===== src/rtl/keypad_scan_controller_if.sv =====
// Keypad pin and key-report bundle; master is the scan controller, slave is the pad/consumer side.
interface keypad_scan_controller_if;
    logic [3:0] cols;
    logic [3:0] rows;
    logic [3:0] key;
    logic       key_valid;
    logic       key_held;

    modport master (
        input  cols,
        output rows,
        output key,
        output key_valid,
        output key_held
    );

    modport slave (
        output cols,
        input  rows,
        input  key,
        input  key_valid,
        input  key_held
    );
endinterface


===== src/rtl/keypad_scan_controller.sv =====
// 4x4 keypad scanner: one-cold row drive, 2-flop column sync, debounced press/release, one strobe per key.
// key_valid lands DEBOUNCE_CYCLES+1 cycles after detection; all outputs registered, no backpressure.
module keypad_scan_controller #(
    parameter int DEBOUNCE_CYCLES = 4,
    parameter int SCAN_DIV        = 4
) (
    input  logic                       clk,
    input  logic                       reset,
    keypad_scan_controller_if.master   kp
);
    localparam int DW = (SCAN_DIV > 1) ? $clog2(SCAN_DIV) : 1;
    localparam int BW = (DEBOUNCE_CYCLES > 1) ? $clog2(DEBOUNCE_CYCLES) : 1;
    localparam logic [DW-1:0] DWELL_LAST = DW'(SCAN_DIV - 1);
    localparam logic [BW-1:0] DEB_LAST   = BW'(DEBOUNCE_CYCLES - 1);

    typedef enum logic [1:0] {SCAN, DEBOUNCE, HELD, RELEASE} state_t;

    state_t        state, n_state;
    logic [1:0]    r, n_r;
    logic [DW-1:0] dwell, n_dwell;
    logic [BW-1:0] deb, n_deb;
    logic [3:0]    cap, n_cap;
    logic [3:0]    key, n_key;
    logic          key_valid, n_key_valid;
    logic          key_held, n_key_held;
    logic [3:0]    rows, n_rows;
    logic [3:0]    sync1, scols;
    logic [1:0]    low_col;

    always_ff @(posedge clk or negedge reset) begin
        if (!reset) begin
            sync1     <= 4'hF;
            scols     <= 4'hF;
            state     <= SCAN;
            r         <= 2'd0;
            dwell     <= '0;
            deb       <= '0;
            cap       <= 4'hF;
            key       <= 4'h0;
            key_valid <= 1'b0;
            key_held  <= 1'b0;
            rows      <= 4'b1110;
        end else begin
            sync1     <= kp.cols;
            scols     <= sync1;
            state     <= n_state;
            r         <= n_r;
            dwell     <= n_dwell;
            deb       <= n_deb;
            cap       <= n_cap;
            key       <= n_key;
            key_valid <= n_key_valid;
            key_held  <= n_key_held;
            rows      <= n_rows;
        end
    end

    // Multi-column presses report the lowest pressed column.
    always_comb begin
        low_col = 2'd0;
        for (int i = 3; i >= 0; i--) begin
            if (!cap[i]) low_col = 2'(i);
        end
    end

    always_comb begin
        n_state     = state;
        n_r         = r;
        n_dwell     = dwell;
        n_deb       = deb;
        n_cap       = cap;
        n_key       = key;
        n_key_valid = 1'b0;
        n_key_held  = key_held;
        case (state)
            SCAN: begin
                if (dwell == DWELL_LAST) begin
                    if (scols == 4'hF) begin
                        n_dwell = '0;
                        n_r     = r + 2'd1;
                    end else begin
                        n_cap   = scols;
                        n_deb   = '0;
                        n_state = DEBOUNCE;
                    end
                end else begin
                    n_dwell = dwell + DW'(1);
                end
            end
            DEBOUNCE: begin
                // A bounce moves on to the next row rather than retrying this one.
                if (scols != cap) begin
                    n_state = SCAN;
                    n_r     = r + 2'd1;
                    n_dwell = '0;
                end else if (deb != DEB_LAST) begin
                    n_deb = deb + BW'(1);
                end else begin
                    n_state     = HELD;
                    n_key       = {r, low_col};
                    n_key_valid = 1'b1;
                    n_key_held  = 1'b1;
                end
            end
            HELD: begin
                if (scols == 4'hF) begin
                    n_deb   = '0;
                    n_state = RELEASE;
                end
            end
            RELEASE: begin
                if (scols != 4'hF) begin
                    n_state = HELD;
                end else if (deb != DEB_LAST) begin
                    n_deb = deb + BW'(1);
                end else begin
                    n_state    = SCAN;
                    n_key_held = 1'b0;
                    n_r        = r + 2'd1;
                    n_dwell    = '0;
                end
            end
            default: n_state = SCAN;
        endcase
        n_rows = ~(4'b0001 << n_r);
    end

    assign kp.rows      = rows;
    assign kp.key       = key;
    assign kp.key_valid = key_valid;
    assign kp.key_held  = key_held;
endmodule


===== src/flat_wrapper.sv =====
// flat-port wrapper written by rule: the top's interface ports become plain ports
module keypad_scan_controller_flat 
#(
    parameter int DEBOUNCE_CYCLES = 4,
    parameter int SCAN_DIV        = 4
)
  (clk, reset, kp_cols, kp_rows, kp_key, kp_key_valid, kp_key_held);
  keypad_scan_controller_if kp_i ();
  input  logic clk;
  input  logic reset;
  input wire logic [$bits(kp_i.cols)-1:0] kp_cols;
  output wire logic [$bits(kp_i.rows)-1:0] kp_rows;
  output wire logic [$bits(kp_i.key)-1:0] kp_key;
  output wire logic [$bits(kp_i.key_valid)-1:0] kp_key_valid;
  output wire logic [$bits(kp_i.key_held)-1:0] kp_key_held;
  assign kp_i.cols = kp_cols;
  assign kp_rows = kp_i.rows;
  assign kp_key = kp_i.key;
  assign kp_key_valid = kp_i.key_valid;
  assign kp_key_held = kp_i.key_held;
  keypad_scan_controller #(.DEBOUNCE_CYCLES(DEBOUNCE_CYCLES), .SCAN_DIV(SCAN_DIV)) u_core (.clk(clk), .reset(reset), .kp(kp_i));
endmodule

===== config.mk =====
export PLATFORM = sky130hd
export DESIGN_NAME = keypad_scan_controller_flat
export DESIGN_NICKNAME = d
export VERILOG_FILES = /design/src/rtl/keypad_scan_controller_if.sv /design/src/rtl/keypad_scan_controller.sv /design/src/flat_wrapper.sv
export SDC_FILE = /design/constraint.sdc
export NUM_CORES = 1
export LEC_CHECK = 0
export ABC_CLOCK_PERIOD_IN_PS = 5900
export BUFFER_PORTS_ARGS = -buffer_cell sky130_fd_sc_hd__clkbuf_2
export CAP_MARGIN = 10
export CELL_PAD_IN_SITES_DETAIL_PLACEMENT = 0
export CELL_PAD_IN_SITES_GLOBAL_PLACEMENT = 1
export CORE_MARGIN = 5
export CORE_UTILIZATION = 30
export DETAILED_ROUTE_END_ITERATION = 7
export PLACE_DENSITY_LB_ADDON = 0.1
export SLEW_MARGIN = 0
export SYNTH_ARGS = -nofsm -noshare
export SYNTH_HDL_FRONTEND = slang
export SYNTH_SLANG_ARGS = --single-unit

===== constraint.sdc =====
create_clock -name clk -period 5.9 [get_ports clk]
set_input_delay 0.59 -clock clk [delete_from_list [all_inputs] [get_ports clk]]
set_output_delay 0.59 -clock clk [all_outputs]
set_load 0.01 [all_outputs]

==> results of run 1 <==
-- cells in the final DEF (no fill, tap or decap), drive strengths merged, types with 2 or more instances in the layout --
cell	count
a21bo	2
a21o	4
a21oi	6
clkbuf	21
dfrtp	15
dfstp	15
ha	3
inv	7
mux2	6
nand2	9
nand3	3
nand4	3
nor2	4
nor2b	2
o211ai	2
o21ai	6
o22a	3
o31ai	2
or3b	2
xnor2	4
-- final cells by class --
| class | instances | area share (%) |
|---|---|---|
| clock inverter | 2 | 0.786 |
| clock buffer | 6 | 5.19 |
| tap | 52 | 4.09 |
| inverter | 7 | 1.65 |
| timing repair buffer | 15 | 4.72 |
| multi-input combinational | 73 | 35.2 |
| sequential | 30 | 48.3 |
-- where the power goes --
group	switching [mW]	internal [mW]
clock	0.0784	0.0936
sequential	0.0475	0.274
combinational	0.106	0.105
-- registers in the layout (all words and copies together) (netlist names) --
| name | count |
|---|---|
| u_core.cap | 4 |
| u_core.kp.key | 4 |
| u_core.kp.rows | 4 |
| u_core.scols | 4 |
| u_core.sync1 | 4 |
| u_core.deb | 2 |
| u_core.dwell | 2 |
| u_core.r | 2 |
| u_core.state | 2 |
| u_core.kp.key_held | 1 |
| u_core.kp.key_valid | 1 |
-- critical path: cells and delay by family, from the launching register on --
family           cells  cell delay, ns
AO/OA/AOI/OAI        1            0.20
XOR/XNOR             1            0.14
flip-flops           1            0.56
multiplexers         1            0.34
AND/OR/NAND/NOR      2            0.69
-- per-stage QoR --
stage / worst slack (ns) / utilization, % / cells / hold slack, ns / cell area, um2
finish: 3.85 / 36.3 / 185 / 0.356 / 1590
floorplan: 3.99 / - / 112 / 0.294 / 1360
global placement: 3.89 / 34.1 / 177 / 0.347 / 1500
detailed placement: 3.83 / 34.1 / 177 / 0.347 / 1500
CTS: 3.82 / 36.3 / 185 / 0.357 / 1590
global route: 3.72 / 36.3 / 185 / 0.360 / 1590
-- final timing paths --
kind                                  from              end  slack, ns
hold / removal             u_core.sync1[2]  u_core.scols[2]       0.36
min in group asynchronous            reset  u_core.dwell[1]       0.37
hold reg to reg            u_core.sync1[2]  u_core.scols[2]       0.36
setup reg to reg             u_core.cap[3]    u_core.deb[0]       3.85
max in group asynchronous            reset      u_core.r[1]       5.06
setup / recovery             u_core.cap[3]    u_core.deb[0]       3.85
-- per-layer routing --
layer,vias up,track usage [%]
met5,-,0
met4,0,3.61
met3,2,3.36
met2,14,14.9
met1,445,13.6
li1,446,-
-- kinds of logic after synthesis --
kind of cell	after synthesis	share of synthesized area, %
AO/OA/AOI/OAI	31	18.2
flip-flops	30	56.4
AND/OR/NAND/NOR	28	11.9
buffers and inverters	9	2.48
multiplexers	7	5.69
XOR/XNOR	4	2.57
adder cells (fa/ha/maj)	3	2.75
==> flow_metrics.py, run 1 <==
metrics = {
    "run_status": {
        "status": "finished clean",
    },
    "placed_design": {
        "dp_hpwl_um": 1870,
        "gp_congestion": 0.808,
        "io_buffer_count": 15,
    },
    "detailed_routing": {
        "m1WireLength_um": 1310,
        "drcViolationCount": 0,
        "wl_met2_um": 1220,
        "top_layer_used": "met4",
        "final_antenna_net_count": 0,
        "vias_per_cell": 4.90,
        "wl_met3_um": 114,
        "drt-pass1-iter-count": 4,
        "num_vias": 907,
        "drtIter0Drc": 22,
        "avgRoutedWirePerCell_um": 14.4,
        "wl_um": 2660,
    },
    "finish": {
        "antenna_cells": 0,
        "drive_gt1_share_pct": 37.6,
        "regArea_um2": 769,
        "nNetsFinal": 141,
        "multi_input_area_um2": 561,
        "fillers": 445,
        "synthToLayoutAreaGrowth_pct": 16.7,
    },
    "clock_tree": {
        "cts_setup_buffers": 0,
        "clock_sinks": 30,
        "cts_buffers": 5,
        "hold_buffers": 0,
        "clkLatencyLatePin_ns": 0.28,
        "root_buffer": "clkbuf_8",
        "clk_pin_slew_ns": 0.07,
        "cts_resized": 0,
        "clockBufferDepth": 2,
        "cts_tree": "yes",
        "cts_max_level": 2,
    },
    "sta": {
        "final-setup-viol-count": 0,
        "rsz0062_at_grt": "false",
        "slew_headroom_pct": 50.1,
        "period_share_pct": 34.8,
        "fmaxAchievable_mhz": 487,
        "fin_tns_setup_ns": 0,
        "finalClockSkew_ns": 0.00445,
        "period_needed_ns": 2.05,
        "maxSlewViolCount": 0,
        "hold_viol_final": 0,
        "max_slew.worst_pin.slew_ns": 0.749,
    },
    "floorplanning": {
        "coreArea_um2": 4380,
        "std_cell_rows": 24,
        "fp.dieW_um": 77.4,
        "io_pins": 16,
        "die_area_um2": 5990,
        "die_y_um": 77.4,
        "start_util_pct": 31.1,
    },
    "worst_setup_path": {
        "path_max_fanout": 6,
        "worstPathRequired_ns": 6.06,
        "critPathKind": "flop to flop",
        "worst_ep_arrival_time_ns": 2.21,
        "reg2regPathDepth": 5,
        "slowest_delay_ns": 0.56,
        "crit_chain": "xnor2_1 > nand4_2 > or3b_4 > o211ai_2 > mux2_1",
        "cp_slowest_cell": "dfstp_2",
        "startpoint_type": "flop",
        "cp-end-kind": "flop",
    },
    "synth": {
        "syn-num-nets": 121,
        "synth_top_area_share_pct": 28.9,
        "yosys-top-cells-count": "dfrtp_1 (15), dfstp_2 (15), nand2_1 (9)",
        "async_flop_share_pct": 100,
        "synth_cells": 112,
        "synthesis.area_um2": 1360,
        "syn_area_per_cell_um2": 12.2,
        "ys_seq_area_share_pct": 56.4,
        "synthFlopType": "dfstp_2",
        "synth_warnings": 0,
        "yosysUniqueCellTypes": 38,
        "yosys.area.top_type": "dfstp_2",
        "synthTopCellsByArea": "dfstp_2 (29%), dfrtp_1 (28%), mux2_2 (4.1%)",
        "synth-seq-cells": 30,
        "synth_edf_count": 0,
    },
    "job": {
        "maxCapViolCount": 0,
    },
    "global_routing": {
        "overflow": 0,
        "grt_pass1_wl_um": 4800,
        "grt_usage_pct": 10.0,
        "grt_pass1_vias": 981,
        "grt_max_degree": 31,
        "antenna_found_initial": 0,
    },
    "power_and_ir_drop": {
        "power_density_nw_per_um2": 443,
        "power_leakage_nw": 0.690,
        "p_total_mw": 0.706,
        "max-vdd-ir-drop_mv": 0.211,
    },
    "worst_hold_path": {
        "min_path_type": "flop to flop",
        "holdPathStages": 0,
    },
}
Note: power is estimated with default switching activity, not from simulation.
==> inputs of run 2 (changes only) <==
--- a/config.mk
+++ b/config.mk
@@ -5,7 +5,8 @@
 export SDC_FILE = /design/constraint.sdc
 export NUM_CORES = 1
 export LEC_CHECK = 0
-export ABC_CLOCK_PERIOD_IN_PS = 5900
+export ABC_AREA = 1
+export ABC_CLOCK_PERIOD_IN_PS = 1850
 export BUFFER_PORTS_ARGS = -buffer_cell sky130_fd_sc_hd__clkbuf_2
 export CAP_MARGIN = 10
 export CELL_PAD_IN_SITES_DETAIL_PLACEMENT = 0
==> constraint.sdc (replaced) <==
create_clock -name clk -period 1.85 [get_ports clk]
set_input_delay 0.185 -clock clk [delete_from_list [all_inputs] [get_ports clk]]
set_output_delay 0.185 -clock clk [all_outputs]
set_load 0.01 [all_outputs]
==> flow_metrics.py, run 2 <==
metrics = {
    "worst_setup_path": {
        "startpoint": "u_core.cap[1]",
        "worst_ep_arrival_time_ns": 1.71,
        "timing.rr.start": "u_core.cap[1]",
        "crit_family": "simple AND/OR/NAND/NOR gates",
        "worstPathRequired_ns": 2.01,
        "path_max_fanout": 7,
        "cp_slowest_cell": "dfstp_2",
        "critPathKind": "flop to flop",
        "startpoint_type": "flop",
        "path_buf_inv": 2,
        "cp-end-kind": "flop",
        "crit_chain": "inv_1 > nand2_1 > nand2_1 > nor2_2 > nand3_4 > nor2_4 > inv_2 > nand2_1 > o21ai_1",
        "cpMostUsedCell": "nand2_1",
        "slowest_delay_ns": 0.55,
    },
    "synth": {
        "synthesis.area_um2": 1490,
        "synth-seq-cells": 30,
        "synthTopCellsByArea": "dfstp_2 (26%), dfrtp_1 (25%), nand2_1 (15%)",
        "synth_top_area_share_pct": 26.4,
        "ys_seq_area_share_pct": 51.6,
        "yosys.area.top_type": "dfstp_2",
        "synth.most_common_cell": "nand2_1",
        "async_flop_share_pct": 100,
        "syn-num-nets": 184,
        "yosysUniqueCellTypes": 21,
        "synth_cells": 175,
        "synth_edf_count": 0,
        "synthFlopType": "dfstp_2",
        "yosys-top-cells-count": "nand2_1 (59), inv_1 (17), dfrtp_1 (15), dfstp_2 (15), nor2_1 (12)",
        "syn_area_per_cell_um2": 8.53,
        "synth_warnings": 0,
    },
    "sta": {
        "maxSlewViolCount": 0,
        "fmaxAchievable_mhz": 648,
        "slew_headroom_pct": 52.3,
        "period_needed_ns": 1.54,
        "max_slew.worst_pin.slew_ns": 0.715,
        "period_share_pct": 83.5,
        "finalClockSkew_ns": 0.00717,
        "rsz0062_at_grt": "false",
        "final-setup-viol-count": 0,
        "fin_tns_setup_ns": 0,
        "hold_viol_final": 0,
    },
    "global_routing": {
        "use_met1_pct": 14.2,
        "grt_pass1_vias": 1180,
        "overflow": 0,
        "grt_max_degree": 31,
        "grt_use_met2_pct": 16.0,
        "antenna_found_initial": 0,
        "grt_usage_pct": 10.8,
        "met3_usage_pct": 3.70,
        "grt_pass1_wl_um": 5380,
        "grt_busiest_layer": "met2",
    },
    "power_and_ir_drop": {
        "power_density_nw_per_um2": 1490,
        "p_total_mw": 2.69,
        "power_leakage_nw": 0.900,
        "max-vdd-ir-drop_mv": 0.413,
    },
    "clock_tree": {
        "cts_setup_buffers": 0,
        "clock_sinks": 30,
        "cts_buffers": 5,
        "clk_pin_slew_ns": 0.07,
        "cts_max_level": 2,
        "clockBufferDepth": 2,
        "root_buffer": "clkbuf_8",
        "clkLatencyLatePin_ns": 0.28,
        "cts_tree": "yes",
    },
    "detailed_routing": {
        "avgRoutedWirePerCell_um": 10.6,
        "vias_per_cell": 4.20,
        "final_antenna_net_count": 0,
        "num_vias": 1133,
        "drtIter0Drc": 58,
        "drcViolationCount": 0,
        "drt-pass1-iter-count": 4,
        "wl_um": 2870,
    },
    "finish": {
        "drive_gt1_share_pct": 32.0,
        "final_common_cell": "nand2_1",
        "mostFrequentLayoutCells": "nand2_1 (59), inv_1 (17), clkbuf_2 (15), dfstp_2 (15), dfrtp_1 (15)",
        "final-instance-count-excl-fill": 270,
        "fillers": 487,
        "nNetsFinal": 211,
        "synthToLayoutAreaGrowth_pct": 21.0,
        "antenna_cells": 0,
    },
    "job": {
        "maxCapViolCount": 0,
    },
    "run_status": {
        "status": "finished clean",
    },
    "placed_design": {
        "dp_hpwl_um": 2140,
        "io_buffer_count": 15,
        "gp_congestion": 0.837,
        "place_inst": 257,
    },
    "worst_hold_path": {
        "min_path_type": "flop to flop",
        "min_from": "u_core.sync1[2]",
    },
    "floorplanning": {
        "die_area_um2": 6490,
        "fp.dieW_um": 80.5,
        "coreArea_um2": 4790,
        "die_y_um": 80.5,
        "io_pins": 16,
        "std_cell_rows": 25,
        "start_util_pct": 31.2,
    },
}
## run 2: cell types whose count changed in the layout (fill, tap and decap cells not counted), moves of 4 or more
cell | before | now
a21o_1 | 4 | 0
dlygate4sd3_1 | 0 | 5
inv_1 | 7 | 17
inv_2 | 0 | 6
mux2_2 | 5 | 0
nand2_1 | 9 | 59
nand2_2 | 0 | 6
nand3_1 | 3 | 8
nand3_2 | 0 | 4
nor2_1 | 4 | 12
nor2_4 | 0 | 5
o21ai_1 | 0 | 5
xnor2_1 | 4 | 0
## run 2: final timing paths
kind / to / slack (ns) / depth (start not counted)
max in group asynchronous: u_core.dwell[0] / 0.90 / 2
worst max-delay path: u_core.kp.key[2] / 0.31 / 9
worst max register to register: u_core.kp.key[2] / 0.31 / 9
worst min-delay path: u_core.scols[2] / 0.36 / 0
min in group asynchronous: u_core.kp.key[1] / 0.50 / 2
worst min register to register: u_core.scols[2] / 0.36 / 0
## run 2: cells by family after synthesis
family	share of synthesized area (%)
AOI/OAI and AO/OA	6.20
and+or+nand+nor	33.9
DFF	51.6
adders and majority gates	2.51
buffers and inverters	5.78
## run 2: stage by stage
stage	worst slack, ns	area (um2)	hold WS, ns	utilization (%)
global route	0.157	1810	0.364	37.7
finish	0.306	1810	0.358	37.7
CTS	0.289	1810	0.360	37.7
floorplan	0.472	1490	-0.111	-
detailed placement	0.300	1650	0.274	34.5
global placement	0.309	1650	0.272	34.5
## run 2: power by group
part | switching [mW] | total (mW) | internal, mW | leakage (nW)
registers | 0.151 | 1.05 | 0.900 | 0.352
logic | 0.670 | 1.05 | 0.377 | 0.491
clock network | 0.248 | 0.590 | 0.341 | 0.0561
## run 2: layout make-up
cell class | count | area [um2] | share of cell area [%]
clock buffers | 6 | 93.8 | 5.20
clock inverters | 2 | 10.0 | 0.554
inverters | 23 | 86.3 | 4.78
multi-input cells | 122 | 637 | 35.3
flip-flops and latches | 30 | 769 | 42.6
well taps | 67 | 83.8 | 4.64
repair buffers | 20 | 125 | 6.93
## run 2: what timing repair did
item | 4_1_cts | 5_1_grt
endpoints found under the hold margin | 19 | 0
hold buffers | 5 | 0
resized for setup | 0 | 0
## run 2: layer usage
metal | vias to the layer above | wire length (um)
met5 | - | 0
met4 | 0 | 57
met3 | 7 | 146
met2 | 20 | 1190
met1 | 505 | 1480
li1 | 601 | -
==> inputs of run 3 (changes only) <==
--- a/config.mk
+++ b/config.mk
@@ -5,8 +5,8 @@
 export SDC_FILE = /design/constraint.sdc
 export NUM_CORES = 1
 export LEC_CHECK = 0
-export ABC_AREA = 1
-export ABC_CLOCK_PERIOD_IN_PS = 1850
+export ABC_AREA = 0
+export ABC_CLOCK_PERIOD_IN_PS = 1500
 export BUFFER_PORTS_ARGS = -buffer_cell sky130_fd_sc_hd__clkbuf_2
 export CAP_MARGIN = 10
 export CELL_PAD_IN_SITES_DETAIL_PLACEMENT = 0
==> constraint.sdc (replaced) <==
create_clock -name clk -period 1.5 [get_ports clk]
set_input_delay 0.15 -clock clk [delete_from_list [all_inputs] [get_ports clk]]
set_output_delay 0.15 -clock clk [all_outputs]
set_load 0.01 [all_outputs]
==> flow_metrics.py, run 3 (synthesized netlist as in run 1, its figures left out) <==
metrics = {
    "placed_design": {
        "gp_congestion": 0.810,
        "io_buffer_count": 15,
        "place_ws_ns": -0.400,
        "dp_hpwl_um": 2110,
    },
    "clock_tree": {
        "root_buffer": "clkbuf_8",
        "cts_tree": "yes",
        "cts_max_level": 2,
        "clkLatencyLatePin_ns": 0.28,
        "clockBufferDepth": 2,
        "clk_pin_slew_ns": 0.07,
        "cts_buffers": 5,
        "clock_sinks": 30,
    },
    "finish": {
        "utilization_pct": 45.9,
        "nNetsFinal": 179,
        "synthToLayoutAreaGrowth_pct": 47.7,
        "antenna_cells": 0,
        "mostFrequentLayoutCells": "buf_4 (27), clkbuf_2 (15), dfstp_2 (15), dfrtp_1 (15), nand2_1 (8)",
        "final_common_cell": "buf_4",
        "drive_gt1_share_pct": 56.1,
        "fillers": 403,
    },
    "floorplanning": {
        "io_pins": 16,
        "start_util_pct": 31.1,
        "std_cell_rows": 24,
        "die_area_um2": 5990,
        "fp.dieW_um": 77.4,
        "coreArea_um2": 4380,
        "die_y_um": 77.4,
    },
    "global_routing": {
        "overflow": 0,
        "grt_max_degree": 31,
        "met3_usage_pct": 3.36,
        "antenna_found_initial": 0,
        "grt_pass1_wl_um": 5290,
        "use_met1_pct": 14.4,
        "grt_pass1_vias": 1096,
        "grt_busiest_layer": "met2",
        "grt_usage_pct": 10.8,
        "grt_use_met2_pct": 17.0,
    },
    "sta": {
        "finalClockSkew_ns": 0.00968,
        "rsz0062_at_grt": "true",
        "maxSlewViolCount": 0,
        "period_share_pct": 126,
        "max_slew.worst_pin.slew_ns": 0.372,
        "fmaxAchievable_mhz": 529,
        "timing.final.ws_setup_ns": -0.389,
        "hold_viol_final": 0,
        "slew_headroom_pct": 75.2,
        "final-setup-viol-count": 22,
        "period_needed_ns": 1.89,
    },
    "detailed_routing": {
        "num_vias": 1048,
        "drt-pass1-iter-count": 4,
        "avgRoutedWirePerCell_um": 13.4,
        "final_antenna_net_count": 0,
        "drcViolationCount": 0,
        "drtIter0Drc": 53,
        "wl_um": 2990,
        "vias_per_cell": 4.70,
    },
    "worst_hold_path": {
        "min_path_type": "flop to flop",
    },
    "worst_setup_path": {
        "cp-end-kind": "flop",
        "cp_slowest_cell": "dfstp_2",
        "crit_chain": "xnor2_1 > nand4_2 > or3b_4 > o211ai_4 > mux2_4",
        "worstPathRequired_ns": 1.66,
        "path_max_fanout": 4,
        "startpoint_type": "flop",
        "worst_ep_arrival_time_ns": 2.05,
        "critPathKind": "flop to flop",
        "path_buf_inv": 0,
        "crit_family": "simple AND/OR/NAND/NOR gates",
        "slowest_delay_ns": 0.55,
    },
    "run_status": {
        "violations": "negative setup slack",
        "status": "complete, but fails checks",
    },
    "power_and_ir_drop": {
        "max-vdd-ir-drop_mv": 0.614,
        "power_density_nw_per_um2": 1640,
        "power_leakage_nw": 0.916,
    },
    "job": {
        "maxCapViolCount": 0,
    },
}
run 3: timing repair:
item | CTS | global route
pin swaps | 18 | 10
gates cloned | 0 | 0
buffers inserted | 7 | 1
endpoints found under the hold margin | 19 | 0
gates resized for setup | 21 | 5
hold buffers | 5 | 0
endpoints found under the setup margin | 20 | 22
run 3: power by group:
part | switching, mW | internal, mW
clock network | 0.313 | 0.325
logic | 0.614 | 0.814
registers | 0.149 | 1.08
run 3: worst paths after layout:
kind	to	from	slack, ns	depth (start not counted)
worst max-delay path	u_core.deb[0]	u_core.scols[0]	-0.39	5
worst min-delay path	u_core.scols[3]	u_core.sync1[3]	0.36	0
worst max register to register	u_core.deb[0]	u_core.scols[0]	-0.39	5
worst min register to register	u_core.scols[3]	u_core.sync1[3]	0.36	0
max in group asynchronous	u_core.kp.rows[3]	reset	0.77	3
min in group asynchronous	u_core.dwell[1]	reset	0.40	3
run 3: per-stage QoR:
| stage | power (mW) | std cells | area [um2] | hold slack (ns) | setup TNS, ns |
|---|---|---|---|---|---|
| after global placement | 2.38 | 203 | 1710 | 0.180 | -3.48 |
| final | 3.29 | 223 | 2010 | 0.356 | -4.52 |
| after floorplan | 1.94 | 112 | 1390 | -0.146 | -2.34 |
| after global routing | 3.53 | 223 | 2010 | 0.360 | -5.97 |
| after CTS | 3.31 | 222 | 1980 | 0.357 | -3.89 |
| after detailed placement | 2.41 | 203 | 1710 | 0.185 | -3.88 |
run 3: worst reg2reg max path, delay by kind of cell (launching register included):
| family | cells | cell delay [ns] |
|---|---|---|
| xor+xnor | 1 | 0.13 |
| mux | 1 | 0.32 |
| compound gates | 1 | 0.20 |
| flops | 1 | 0.55 |
| simple gates | 2 | 0.57 |
run 3: metal layers:
layer	share of wire, %	wire length [um]	vias up
li1	-	-	519
met1	49	1460	515
met2	47	1420	11
met3	3.2	97	3
met4	0.54	16	0
met5	0	0	-
run 3: area by class of cell:
type	count	area (um2)	share of cell area, %
tap	52	65.1	3.23
clock inverter	3	21.3	1.06
timing repair buffer	53	395	19.6
clock buffer	5	68.8	3.42
inverter	7	26.3	1.30
sequential	30	769	38.2
multi-input combinational	73	668	33.2
